### src/rtl/master_port.sv
// Master-side engine for the ADS serial bus: takes one parallel read/write request,
// wins the bus, shifts device address, memory address and write data out LSB-first,
// and collects serial read data, including split suspension and resumption.
//
// state  | meaning
// IDLE   | ready for a request; ddone/derr pulse here after completion
// REQ    | request held on mbreq, waiting for grant
// DADDR  | shifting the device address
// WACK   | waiting for the decoder ack, bounded by the timeout counter
// MADDR  | shifting the memory address
// WDATA  | shifting write data
// RDATA  | collecting read bits from the slave
// SPLIT  | slave split the transfer; bus released until regranted
module master_port #(
    parameter int ADDR_WIDTH        = 16,
    parameter int DEVICE_ADDR_WIDTH = 4,
    parameter int DATA_WIDTH        = 8,
    parameter int ACK_TIMEOUT       = 4
) (
    input  logic                  clk,
    input  logic                  rstn,
    input  logic                  dvalid,
    output logic                  dready,
    input  logic                  dmode,
    input  logic [ADDR_WIDTH-1:0] daddr,
    input  logic [DATA_WIDTH-1:0] dwdata,
    output logic [DATA_WIDTH-1:0] drdata,
    output logic                  ddone,
    output logic                  derr,
    output logic                  mbreq,
    input  logic                  mbgrant,
    output logic                  mwdata,
    output logic                  mvalid,
    output logic                  mmode,
    input  logic                  ack,
    input  logic                  mrdata,
    input  logic                  svalid,
    input  logic                  msplit
);

    localparam int MEM_AW = ADDR_WIDTH - DEVICE_ADDR_WIDTH;
    localparam int CNT_W  = $clog2(MEM_AW + 1);
    localparam int RCNT_W = $clog2(DATA_WIDTH);
    localparam int TCNT_W = $clog2(ACK_TIMEOUT + 1);

    localparam logic [CNT_W-1:0]  DEV_LAST  = CNT_W'(DEVICE_ADDR_WIDTH - 1);
    localparam logic [CNT_W-1:0]  MEM_LAST  = CNT_W'(MEM_AW - 1);
    localparam logic [CNT_W-1:0]  DATA_LAST = CNT_W'(DATA_WIDTH - 1);
    localparam logic [RCNT_W-1:0] RD_LAST   = RCNT_W'(DATA_WIDTH - 1);
    localparam logic [TCNT_W-1:0] TO_LOAD   = TCNT_W'(ACK_TIMEOUT - 1);

    localparam logic [2:0] S_IDLE  = 3'd0;
    localparam logic [2:0] S_REQ   = 3'd1;
    localparam logic [2:0] S_DADDR = 3'd2;
    localparam logic [2:0] S_WACK  = 3'd3;
    localparam logic [2:0] S_MADDR = 3'd4;
    localparam logic [2:0] S_WDATA = 3'd5;
    localparam logic [2:0] S_RDATA = 3'd6;
    localparam logic [2:0] S_SPLIT = 3'd7;

    logic [2:0]            state;
    logic [ADDR_WIDTH-1:0] addr_q;
    logic [DATA_WIDTH-1:0] wdata_q;
    logic                  mode_q;
    logic [MEM_AW-1:0]     tx_sh;
    logic [CNT_W-1:0]      cnt;
    logic [RCNT_W-1:0]     rcnt;
    logic [TCNT_W-1:0]     tcnt;
    logic [DATA_WIDTH-1:0] rx_sh;
    logic [DATA_WIDTH-1:0] rx_nxt;
    logic [DATA_WIDTH-1:0] drdata_q;
    logic                  ddone_q;
    logic                  derr_q;

    assign dready = (state == S_IDLE);
    assign mbreq  = (state != S_IDLE) && (state != S_SPLIT);
    assign mvalid = (state == S_DADDR) || (state == S_MADDR) || (state == S_WDATA);
    assign mwdata = mvalid & tx_sh[0];
    assign mmode  = (state != S_IDLE) & mode_q;
    assign drdata = drdata_q;
    assign ddone  = ddone_q;
    assign derr   = derr_q;

    always_comb begin
        rx_nxt       = rx_sh;
        rx_nxt[rcnt] = mrdata;
    end

    always_ff @(posedge clk) begin
        if (!rstn) begin
            state    <= S_IDLE;
            addr_q   <= '0;
            wdata_q  <= '0;
            mode_q   <= 1'b0;
            tx_sh    <= '0;
            cnt      <= '0;
            rcnt     <= '0;
            tcnt     <= '0;
            rx_sh    <= '0;
            drdata_q <= '0;
            ddone_q  <= 1'b0;
            derr_q   <= 1'b0;
        end else begin
            ddone_q <= 1'b0;
            derr_q  <= 1'b0;
            case (state)
                S_IDLE: begin
                    if (dvalid) begin
                        addr_q  <= daddr;
                        wdata_q <= dwdata;
                        mode_q  <= dmode;
                        state   <= S_REQ;
                    end
                end
                S_REQ: begin
                    if (mbgrant) begin
                        cnt   <= '0;
                        tx_sh <= {{(MEM_AW - DEVICE_ADDR_WIDTH){1'b0}},
                                  addr_q[ADDR_WIDTH-1 -: DEVICE_ADDR_WIDTH]};
                        state <= S_DADDR;
                    end
                end
                S_DADDR: begin
                    tx_sh <= tx_sh >> 1;
                    if (cnt == DEV_LAST) begin
                        tcnt  <= TO_LOAD;
                        state <= S_WACK;
                    end else begin
                        cnt <= cnt + CNT_W'(1);
                    end
                end
                S_WACK: begin
                    // ack wins over an expiring timeout in the same cycle
                    if (ack) begin
                        cnt   <= '0;
                        tx_sh <= addr_q[MEM_AW-1:0];
                        state <= S_MADDR;
                    end else if (tcnt == '0) begin
                        ddone_q <= 1'b1;
                        derr_q  <= 1'b1;
                        state   <= S_IDLE;
                    end else begin
                        tcnt <= tcnt - TCNT_W'(1);
                    end
                end
                S_MADDR: begin
                    tx_sh <= tx_sh >> 1;
                    if (cnt == MEM_LAST) begin
                        cnt <= '0;
                        if (mode_q) begin
                            tx_sh <= {{(MEM_AW - DATA_WIDTH){1'b0}}, wdata_q};
                            state <= S_WDATA;
                        end else begin
                            rcnt  <= '0;
                            rx_sh <= '0;
                            state <= S_RDATA;
                        end
                    end else begin
                        cnt <= cnt + CNT_W'(1);
                    end
                end
                S_WDATA: begin
                    tx_sh <= tx_sh >> 1;
                    if (cnt == DATA_LAST) begin
                        ddone_q <= 1'b1;
                        state   <= S_IDLE;
                    end else begin
                        cnt <= cnt + CNT_W'(1);
                    end
                end
                S_RDATA: begin
                    if (svalid) begin
                        rx_sh <= rx_nxt;
                        if (rcnt == RD_LAST) begin
                            drdata_q <= rx_nxt;
                            ddone_q  <= 1'b1;
                            state    <= S_IDLE;
                        end else begin
                            rcnt <= rcnt + RCNT_W'(1);
                            if (msplit) state <= S_SPLIT;
                        end
                    end else if (msplit) begin
                        state <= S_SPLIT;
                    end
                end
                S_SPLIT: begin
                    // resume where we left off; the decoder restores the slave itself
                    if (mbgrant) state <= S_RDATA;
                end
                default: state <= S_IDLE;
            endcase
        end
    end

endmodule

### config.mk
export PLATFORM = sky130hd
export DESIGN_NAME = master_port
export DESIGN_NICKNAME = d
export VERILOG_FILES = /design/src/rtl/master_port.sv
export SDC_FILE = /design/constraint.sdc
export NUM_CORES = 1
export LEC_CHECK = 0
export ABC_AREA = 1
export CAP_MARGIN = 0
export CORE_UTILIZATION = 59
export CTS_CLUSTER_SIZE = 14
export DETAILED_ROUTE_END_ITERATION = 8
export PLACE_DENSITY = 0.91
export SYNTH_ARGS = -nofsm -noshare
export SYNTH_HDL_FRONTEND = slang
export SYNTH_SLANG_ARGS = --single-unit
### constraint.sdc
create_clock -name clk -period 2.8 [get_ports clk]
set_clock_uncertainty 0.1 [all_clocks]
set_input_delay 0.28 -clock clk [delete_from_list [all_inputs] [get_ports clk]]
set_output_delay 0.28 -clock clk [all_outputs]
set_load 0.005 [all_outputs]
# ---- Word-level counts from Yosys, hierarchy flattened
# Cells that the tools add are included.
dict set report classes {
  n_addsub 3
  bitwise 2
  n_reduce_logical 21
  eq_ne 27
  order_cmp 2
  mux 45
}
# cell n
set ops {}
lappend ops {{two-way mux 3 bit} 17}
lappend ops {{case mux 12 bit (4 select lines)} 1}
lappend ops {{two-way mux 12 bit} 2}
lappend ops {{two-way mux 8 bit} 3}
lappend ops {{case mux 3 bit (8 select lines)} 1}
lappend ops {{two-way mux 11 bit} 2}
lappend ops {{inequality test 2 bit, second input constant} 11}
lappend ops {{two-way mux 4 bit} 5}
lappend ops {{case mux 4 bit (5 select lines)} 1}
lappend ops {{case mux 8 bit (2 select lines)} 1}
lappend ops {{equality test 3 bit, second input constant} 5}
lappend ops {{case mux 3 bit (2 select lines)} 2}
lappend ops {{AND reduction 5 bit} 2}
lappend ops {{bitwise mux 8 bit} 1}
lappend ops {{AND reduction 4 bit} 2}
lappend ops {{AND reduction 7 bit} 1}
lappend ops {{equality test 3 x 2 -> 1 bit, second input constant} 2}
lappend ops {{logical NOT 3 bit} 2}
lappend ops {{two-way mux 1 bit} 6}
lappend ops {{inequality test 2 x 1 -> 1 bit, second input constant} 3}
lappend ops {{inequality test 3 bit, second input constant} 2}
lappend ops {{AND reduction 3 bit} 2}
lappend ops {{nonzero test 5 bit} 1}
lappend ops {{adder 4 x 1 -> 4 bit, second input constant} 1}
lappend ops {{other kinds (19)} 24}
dict set report totals {
  wordCells 112
  regBits 68
  input_bits 33
  output_inout_bits 15
}

# ---- Logic depth before layout (Yosys ltp)
# Gate-level depths: netlist of run 1.
dict set report depth {
  word_depth 7
  ltp_mapped 11
  mapped_depth_nobuf 11
}

# ---- Worst setup path after synthesis of run 1
# OpenSTA, ideal clock, no wires.
dict set report synth_timing {
  path_type {flip-flop to flip-flop}
  from {register cnt[0]}
  to {register state[0]}
  arrival_time_ns 1.357
  synth_period_minus_slack_ns 1.570
  slack_ns 1.230
  setup_ns 0.113
  t_required_ns 2.587
  path_buffers 0
  stages_incl_launch_ff 9
  path_cell_list {dfxtp_1 ha_1 nand3_2 nand2_2 nand2_1 nor2_2 nand2_1 nor2_1 nor2_1}
}
dict set report synth_between {
  elab_chain_len 3
  word_cells_on_any_way 7
  cone_classes {6 x eq/ne; 1 x reduce/logical}
}
# element line
set synth_lines {}
lappend synth_lines {{start: declaration} 66} ;# logic [CNT_W-1:0] cnt;
lappend synth_lines {{start signal: assignment} 129} ;# cnt <= cnt + CNT_W'(1);
lappend synth_lines {{start signal: assignment} 159} ;# cnt <= cnt + CNT_W'(1);
lappend synth_lines {{start signal: assignment} 168} ;# cnt <= cnt + CNT_W'(1);
lappend synth_lines {{equality test 4 x 3 -> 1 bit, or another cell as far along} 164} ;# if (cnt == DATA_LAST) begin
lappend synth_lines {{inequality test 2 x 1 -> 1 bit (no line)} -}
lappend synth_lines {{AND reduction 7 bit (no line) (*)} -}
lappend synth_lines {{end signal: assignment} 166} ;# state <= S_IDLE;
lappend synth_lines {{end signal: assignment} 177} ;# state <= S_IDLE;
lappend synth_lines {{end signal: assignment} 180} ;# if (msplit) state <= S_SPLIT;
lappend synth_lines {{end: declaration} 61} ;# logic [2:0] state;
# Mark *: on every way between the ends. The rest lies on a longest branch, timed or not.
# A chain may end at the register's enable or synchronous reset.

# ---- Final worst setup path of run 1
dict set report layout_timing {
  from {register state[2]}
  to {output mwdata}
}
dict set report layout_between {
  elab_chain_len 4
  word_cells_on_any_way 6
  cone_classes {3 x eq/ne; 1 x bitwise; 2 x reduce/logical}
}
# element line
set layout_lines {}
lappend layout_lines {{start signal: assignment} 91} ;# state <= S_IDLE;
lappend layout_lines {{start signal: assignment} 112} ;# state <= S_REQ;
lappend layout_lines {{start signal: assignment} 120} ;# state <= S_DADDR;
lappend layout_lines {{equality test 3 x 2 -> 1 bit or equality test 3 bit (tied branches)} 77} ;# assign mvalid = (state == S_DADDR) || (state == S_MADDR) || (state == S_WDATA);
lappend layout_lines {{logical OR 1 bit} 77}
lappend layout_lines {{logical OR 1 bit (*)} 77}
lappend layout_lines {{bitwise AND 1 bit (*)} 78} ;# assign mwdata = mvalid & tx_sh[0];
lappend layout_lines {{end: declaration} 32} ;# output logic mwdata,
# Marked as above.

==> impl_results.md, run 1 <==
* PD cells at 882 nW/µm²
* Class of the worst hold path: reg -> reg
* Die area at 6260 µm²
* Worst-Margin Slew at 645 ps
* Crit end category: output pin
* R2R Path Start: state[0]
* Placer Congestion at 0.892
* Post-CTS resize count at 0
* Slew Viols, Final at 0
* Clock Latency Late Sink at 350 ps
* Layout cell share with drive strength beyond 1 at 7.57%
* CORE AREA at 5610 µm²
* Overall Global Routing Usage at 30.0%
* Synth Register Bits at 68
* Post-Synthesis Cell Area at 3510 µm²
* Layout Nets at 615
* Crit path required time at 2420 ps
* I/O pin count at 48
* Area growth syn-to-layout at 21.0%
* Drt pass-1 iters at 5
* DR WL/cell at 13.5 µm
* Worst EP arrival at 1990 ps
* Post-place setup slack at 707 ps
* Setup TNS at 0 ps
* Vias per cell at 5.40
* Hold buffers post-CTS at 0
* Vias in the first global route at 3329
* Clock transition at path regs at 70 ps
* Clock Path Buffers at 2
* Sequential-to-total area share from yosys stat at 38.8%
* Die Span X at 79.1 µm
* Drc violations at 0
* Root buf cell: clkbuf_8
* Slew HR at 56.9%
* Final WL at 8.80 mm
* Max Clock Freq at 0.422 GHz
* Initial antenna violation count at 0
* VDD IR-drop max at 0.697 mV
* Setup crit start kind: flop
* Antenna Nets Post-Route at 0
* Global-route wire length before repair at 14.4 mm
* Inserted Diodes at 0
* P_leak at 1.81 nW
* Via Count at 3526
* Htree depth at 3
* Fin. Hold Viols at 0
* Final WS setup at 431 ps
* GR Overflow Total at 0
* Crit Path Category: reg -> out
* Tmin final at 2370 ps
* Status: finished clean
* HP Start: wdata_q[7]
* Post-synthesis cell count at 532
* Mean post-synth cell area at 6.59 µm²
* Max_cap viols at 0
* Initial DRC Count at 200
* Detailed Place HPWL at 6.13 mm
* CP Max Fanout at 7
* # Post-CTS Setup Buffers at 0
* Most common cell after layout, fill and taps aside: nand2_1
* Row Count at 27
* Synth cell types at 31
* RSZ-0062 raised after global routing: no
* Starting Density at 62.6%
* Largest net degree at the start of global routing at 30
* Final number of setup-violating endpoints at 0
* CTS Buf Count at 9
* Crit path from: state[2]
* Yosys warns at 0
* CTS Sinks at 68
* Commonest cells after routing, fill and taps aside: nand2_1, dfxtp_1, a21oi_1, nor2_1
* CTS tree: done
* Synthesized Nets at 570
* Die H at 79.1 µm
* IO buf count at 47
* Period utilization at 84.6%
-- power by group --
group | internal, mW | switching [mW]
Clock | 0.608 | 0.369
Sequential | 1.12 | 0.155
Combinational | 0.516 | 0.974
-- final timing paths --
kind                              endpoint  slack (ps)  cells after the start
worst max-delay path                mwdata         430                      8
worst min-delay path            wdata_q[7]         360                      2
worst max register to register  addr_q[14]         660                      7
worst min register to register  wdata_q[7]         360                      2
-- cell usage after synthesis, drive strengths merged --
cell	instances	area, µm²
nand2	160	616
dfxtp	68	1360
a21oi	61	305
nor2	55	234
nand3	53	285
inv	52	198
o21ai	39	195
buf	15	105
clkbuf	8	30.0
ha	5	62.6
a21boi	3	22.5
nand4	3	18.8
clkinv	2	8.75
nor3	2	21.3
o211ai	2	15.0
and3	1	6.26
or2	1	6.26
xnor2	1	8.76
xor2	1	8.76
-- critical path, stage by stage, from the launching register on --
cell and delay [ps]:
dfxtp_1 410, nor2_1 210, nand2_1 140, nand2_1 120, inv_1 70, nand2_1 80, nand2_1 60, inv_1 50
clkdlybuf4s50_1 490
-- flip-flops by register name, summed over array words and instances, names as in the netlist, 4 cells and up --
signal	flops
drdata	8
wdata_q	8
addr_q	16
cnt	4
rx_sh	8
tx_sh	12
-- stage by stage --
| step | power, mW | util [%] | std cells | area, µm² | hold slack [ps] |
|---|---|---|---|---|---|
| final | 3.75 | 75.7 | 653 | 4250 | 359 |
| after detailed placement | 2.75 | 71.5 | 638 | 4010 | 351 |
| after floorplan | 2.39 | - | 532 | 3510 | 330 |
| after global routing | 4.00 | 75.7 | 653 | 4250 | 378 |
| after global placement | 2.70 | 71.5 | 638 | 4010 | 343 |
| after CTS | 3.73 | 75.7 | 653 | 4250 | 364 |
-- metal layers --
layer | wire length [µm] | vias up | global-route usage (%)
met3 | 427 | 27 | 5.29
li1 | - | 1797 | -
met1 | 3850 | 1587 | 33.9
met2 | 4230 | 115 | 52.1
met4 | 299 | 0 | 18.9
met5 | 0 | - | 0
-- cells by family after synthesis --
logic type	Yosys count	share of synthesized area (%)
buffers and inverters	77	9.74
adders and majority gates	5	1.78
DFF	68	38.8
xor gates and xnor gates	2	0.499
and+or+nand+nor	275	33.8
AOI/OAI and AO/OA	105	15.3
-- final cells by class --
| class | instances | area [µm²] |
|---|---|---|
| sequential | 68 | 1360 |
| timing repair buffer | 57 | 546 |
| clock buffer | 10 | 138 |
| inverter | 54 | 206 |
| tap | 72 | 90.1 |
| clock inverter | 5 | 100 |
| fill | 458 | 1360 |
| multi-input combinational | 387 | 1810 |
No activity file was read; power rests on OpenSTA's default activity.
==> run 2: changes to the inputs <==
CORE_UTILIZATION = 50   (was 59)
PLACE_DENSITY = 0.83   (was 0.91)
clock period = 2 ns   (was 2.8 ns; I/O delays follow)
==> run 2 against run 1 <==
Net effect:
- global-route usage decreased by 4.0 points
- total power is 40% higher
- sequential power is 41% higher
- core utilization is 11 points lower
- combinational power rose by 65%
- clock power hardly changed
- count of clock-buffer cells in the layout up 2
- worst setup slack got worse by 380 ps
- routed wire length rose by 5.4%
- final cell count is 6.3% higher
- die area increased by 18%
- worst hold slack got worse by 34 ps
- largest power group unchanged
- highest routed layer unchanged
==> impl_results.md, run 2 (synthesis results as in run 1) <==
* Period utilization at 97.5%
* Vias in the first global route at 3475 (was 3329)
* Reg2reg setup slack at 80 ps (was 660 ps)
* RSZ-0062 raised after global routing: yes (was no)
* Class of the worst hold path: in -> reg (was reg -> reg)
* IO buf count at 47 (unchanged)
* Sw Share at 43.1% (was 40.0%)
* Die Span X at 85.8 µm (was 79.1 µm)
* Worst EP arrival at 1650 ps (was 1990 ps)
* VDD IR-drop max at 0.808 mV (was 0.697 mV)
* Crit path required time at 1700 ps (was 2420 ps)
* Clock Latency Late Sink at 350 ps (about the same)
* CTS tree: done (unchanged)
* Placer Congestion at 0.917 (was 0.892)
* Final WL at 9.28 mm (was 8.80 mm)
* P_leak at 1.86 nW (was 1.81 nW)
* PD cells at 1200 nW/µm² (was 882 nW/µm²)
* Placed cell areas at 4110 µm² (was 4010 µm²)
* Largest registers: addr_q: 16 flops, tx_sh: 12 flops (unchanged)
* Final number of setup-violating endpoints at 0 (unchanged)
* Crit end category: output pin (unchanged)
* CTS Buf Count at 9 (unchanged)
* Status: finished clean (unchanged)
* Starting Density at 51.6% (was 62.6%)
* CTS Sinks at 68 (unchanged)
* Most common cell after layout, fill and taps aside: nand2_1 (unchanged)
* Clock transition at path regs at 80 ps (was 70 ps)
* Global-route wire length before repair at 15.1 mm (was 14.4 mm)
* Antenna Nets Post-Route at 0 (unchanged)
* Die area at 7360 µm² (was 6260 µm²)
* Final Cell Area at 4400 µm² (was 4250 µm²)
* Slew Viols, Final at 0 (unchanged)
* Combinational Power Share at 46.7% (was 39.8%)
* Max_cap viols at 0 (unchanged)
* Flop pwr share at 34.2% (about the same)
* Htree depth at 3 (unchanged)
* Root buf cell: clkbuf_8 (unchanged)
* Max reg flops at 16 (unchanged)
* Initial antenna violation count at 0 (unchanged)
* CORE AREA at 6790 µm² (was 5610 µm²)
* Drt pass-1 iters at 6 (was 5)
* Setup crit start kind: flop (unchanged)
* I/O pin count at 48 (unchanged)
* Total Power at 5.26 mW (was 3.75 mW)
* Via Count at 3652 (was 3526)
* Tmin final at 1950 ps
* Layout cell share with drive strength beyond 1 at 12.4% (was 7.57%)
* CP Max Fanout at 6 (was 7)
* Commonest cells after routing, fill and taps aside: nand2_1, dfxtp_1, a21oi_1, nor2_1, nand3_1 (was nand2_1, dfxtp_1, a21oi_1, nor2_1)
* Detailed Place HPWL at 6.36 mm (was 6.13 mm)
* Clock Path Buffers at 2 (unchanged)
* Sw Pwr at 2.27 mW (was 1.50 mW)
* Fin. Hold Viols at 0 (unchanged)
* Max Clock Freq at 0.513 GHz
* Drc violations at 0 (unchanged)
* Largest net degree at the start of global routing at 39 (was 30)
* Inserted Diodes at 0 (unchanged)
* Internal at 2.99 mW (was 2.25 mW)
* Largest Register: addr_q (unchanged)
* Die H at 85.8 µm (was 79.1 µm)
* Slew HR at 73.2% (was 56.9%)
* Worst-Margin Slew at 398 ps (was 645 ps)
* Crit Path Category: reg -> out (unchanged)
* Layout Nets at 631 (was 615)
* Fin util at 64.7% (was 75.7%)
* GR Overflow Total at 0 (unchanged)
* Area growth syn-to-layout at 25.4% (was 21.0%)
* Clock Power Share at 19.0% (was 26.1%)
* Vias per cell at 5.26 (was 5.40)
* Overall Global Routing Usage at 26.0% (was 30.0%)
* Fillers at 563 (was 458)
* DR WL/cell at 13.4 µm (was 13.5 µm)
* Row Count at 30 (was 27)
* Initial DRC Count at 282 (was 200)
[run 2: metrics by stage]
| step | TNS, ps | hold slack (ps) | cells | worst slack (ps) |
|---|---|---|---|---|
| 2_1_floorplan | 0 | 264 | 532 | 430 |
| 3_3_place_gp | 0 | 343 | 668 | 214 |
| 3_5_place_dp | 0 | 354 | 668 | 111 |
| 4_1_cts | 0 | 321 | 690 | 37.6 |
| 5_1_grt | -42.2 | 335 | 694 | -29.5 |
| 6_report | 0 | 326 | 694 | 50.9 |
[run 2: what timing repair did]
action | in CTS | in global routing
gates cloned | 0 | 1
pin swaps | 1 | 1
hold buffers | 0 | 0
buffers inserted | 6 | 3
gates resized for setup | 12 | 9
endpoints found under the setup margin | 5 | 22
[run 2: per-layer routing]
layer,global-route usage (%),vias up,share of wire [%]
li1,-,1826,-
met1,30.5,1643,42
met2,45.4,148,48
met3,5.77,35,6.6
met4,11.7,0,3.0
met5,0,-,0
[run 2: critical path, stage by stage, from the launching register on]
cell	delay [ps]
dfxtp_4	390
nor2_4	130
nand2_2	90
nand2_2	80
inv_1	50
nand2_2	60
clkdlybuf4s50_1	490
[run 2: power by group through the flow]
stage / clock network (mW) / registers (mW) / logic, mW
5_1_grt: 1.08 / 1.82 / 2.72
4_1_cts: 1.01 / 1.78 / 2.29
3_3_place_gp: 0 / 1.79 / 2.09
2_1_floorplan: 0 / 1.69 / 1.66
3_5_place_dp: 0 / 1.80 / 2.15
6_report: 1.00 / 1.80 / 2.46
[run 2: final cells by class]
cell class | count | area (µm²) | share of cell area [%]
flip-flops and latches | 68 | 1370 | 31.2
clock inverters | 4 | 25.0 | 0.569
repair inverters | 1 | 7.51 | 0.171
repair buffers | 72 | 682 | 15.5
multi-input cells | 387 | 1840 | 41.7
inverters | 54 | 210 | 4.78
clock buffers | 12 | 145 | 3.30
well taps | 96 | 120 | 2.73
[run 2: final timing paths]
check,endpoint,startpoint,cells after the start
worst max-delay path,mvalid,state[2],6
worst min-delay path,addr_q[9],daddr[9],3
worst max register to register,cnt[1],state[1],10
worst min register to register,wdata_q[5],wdata_q[5],2
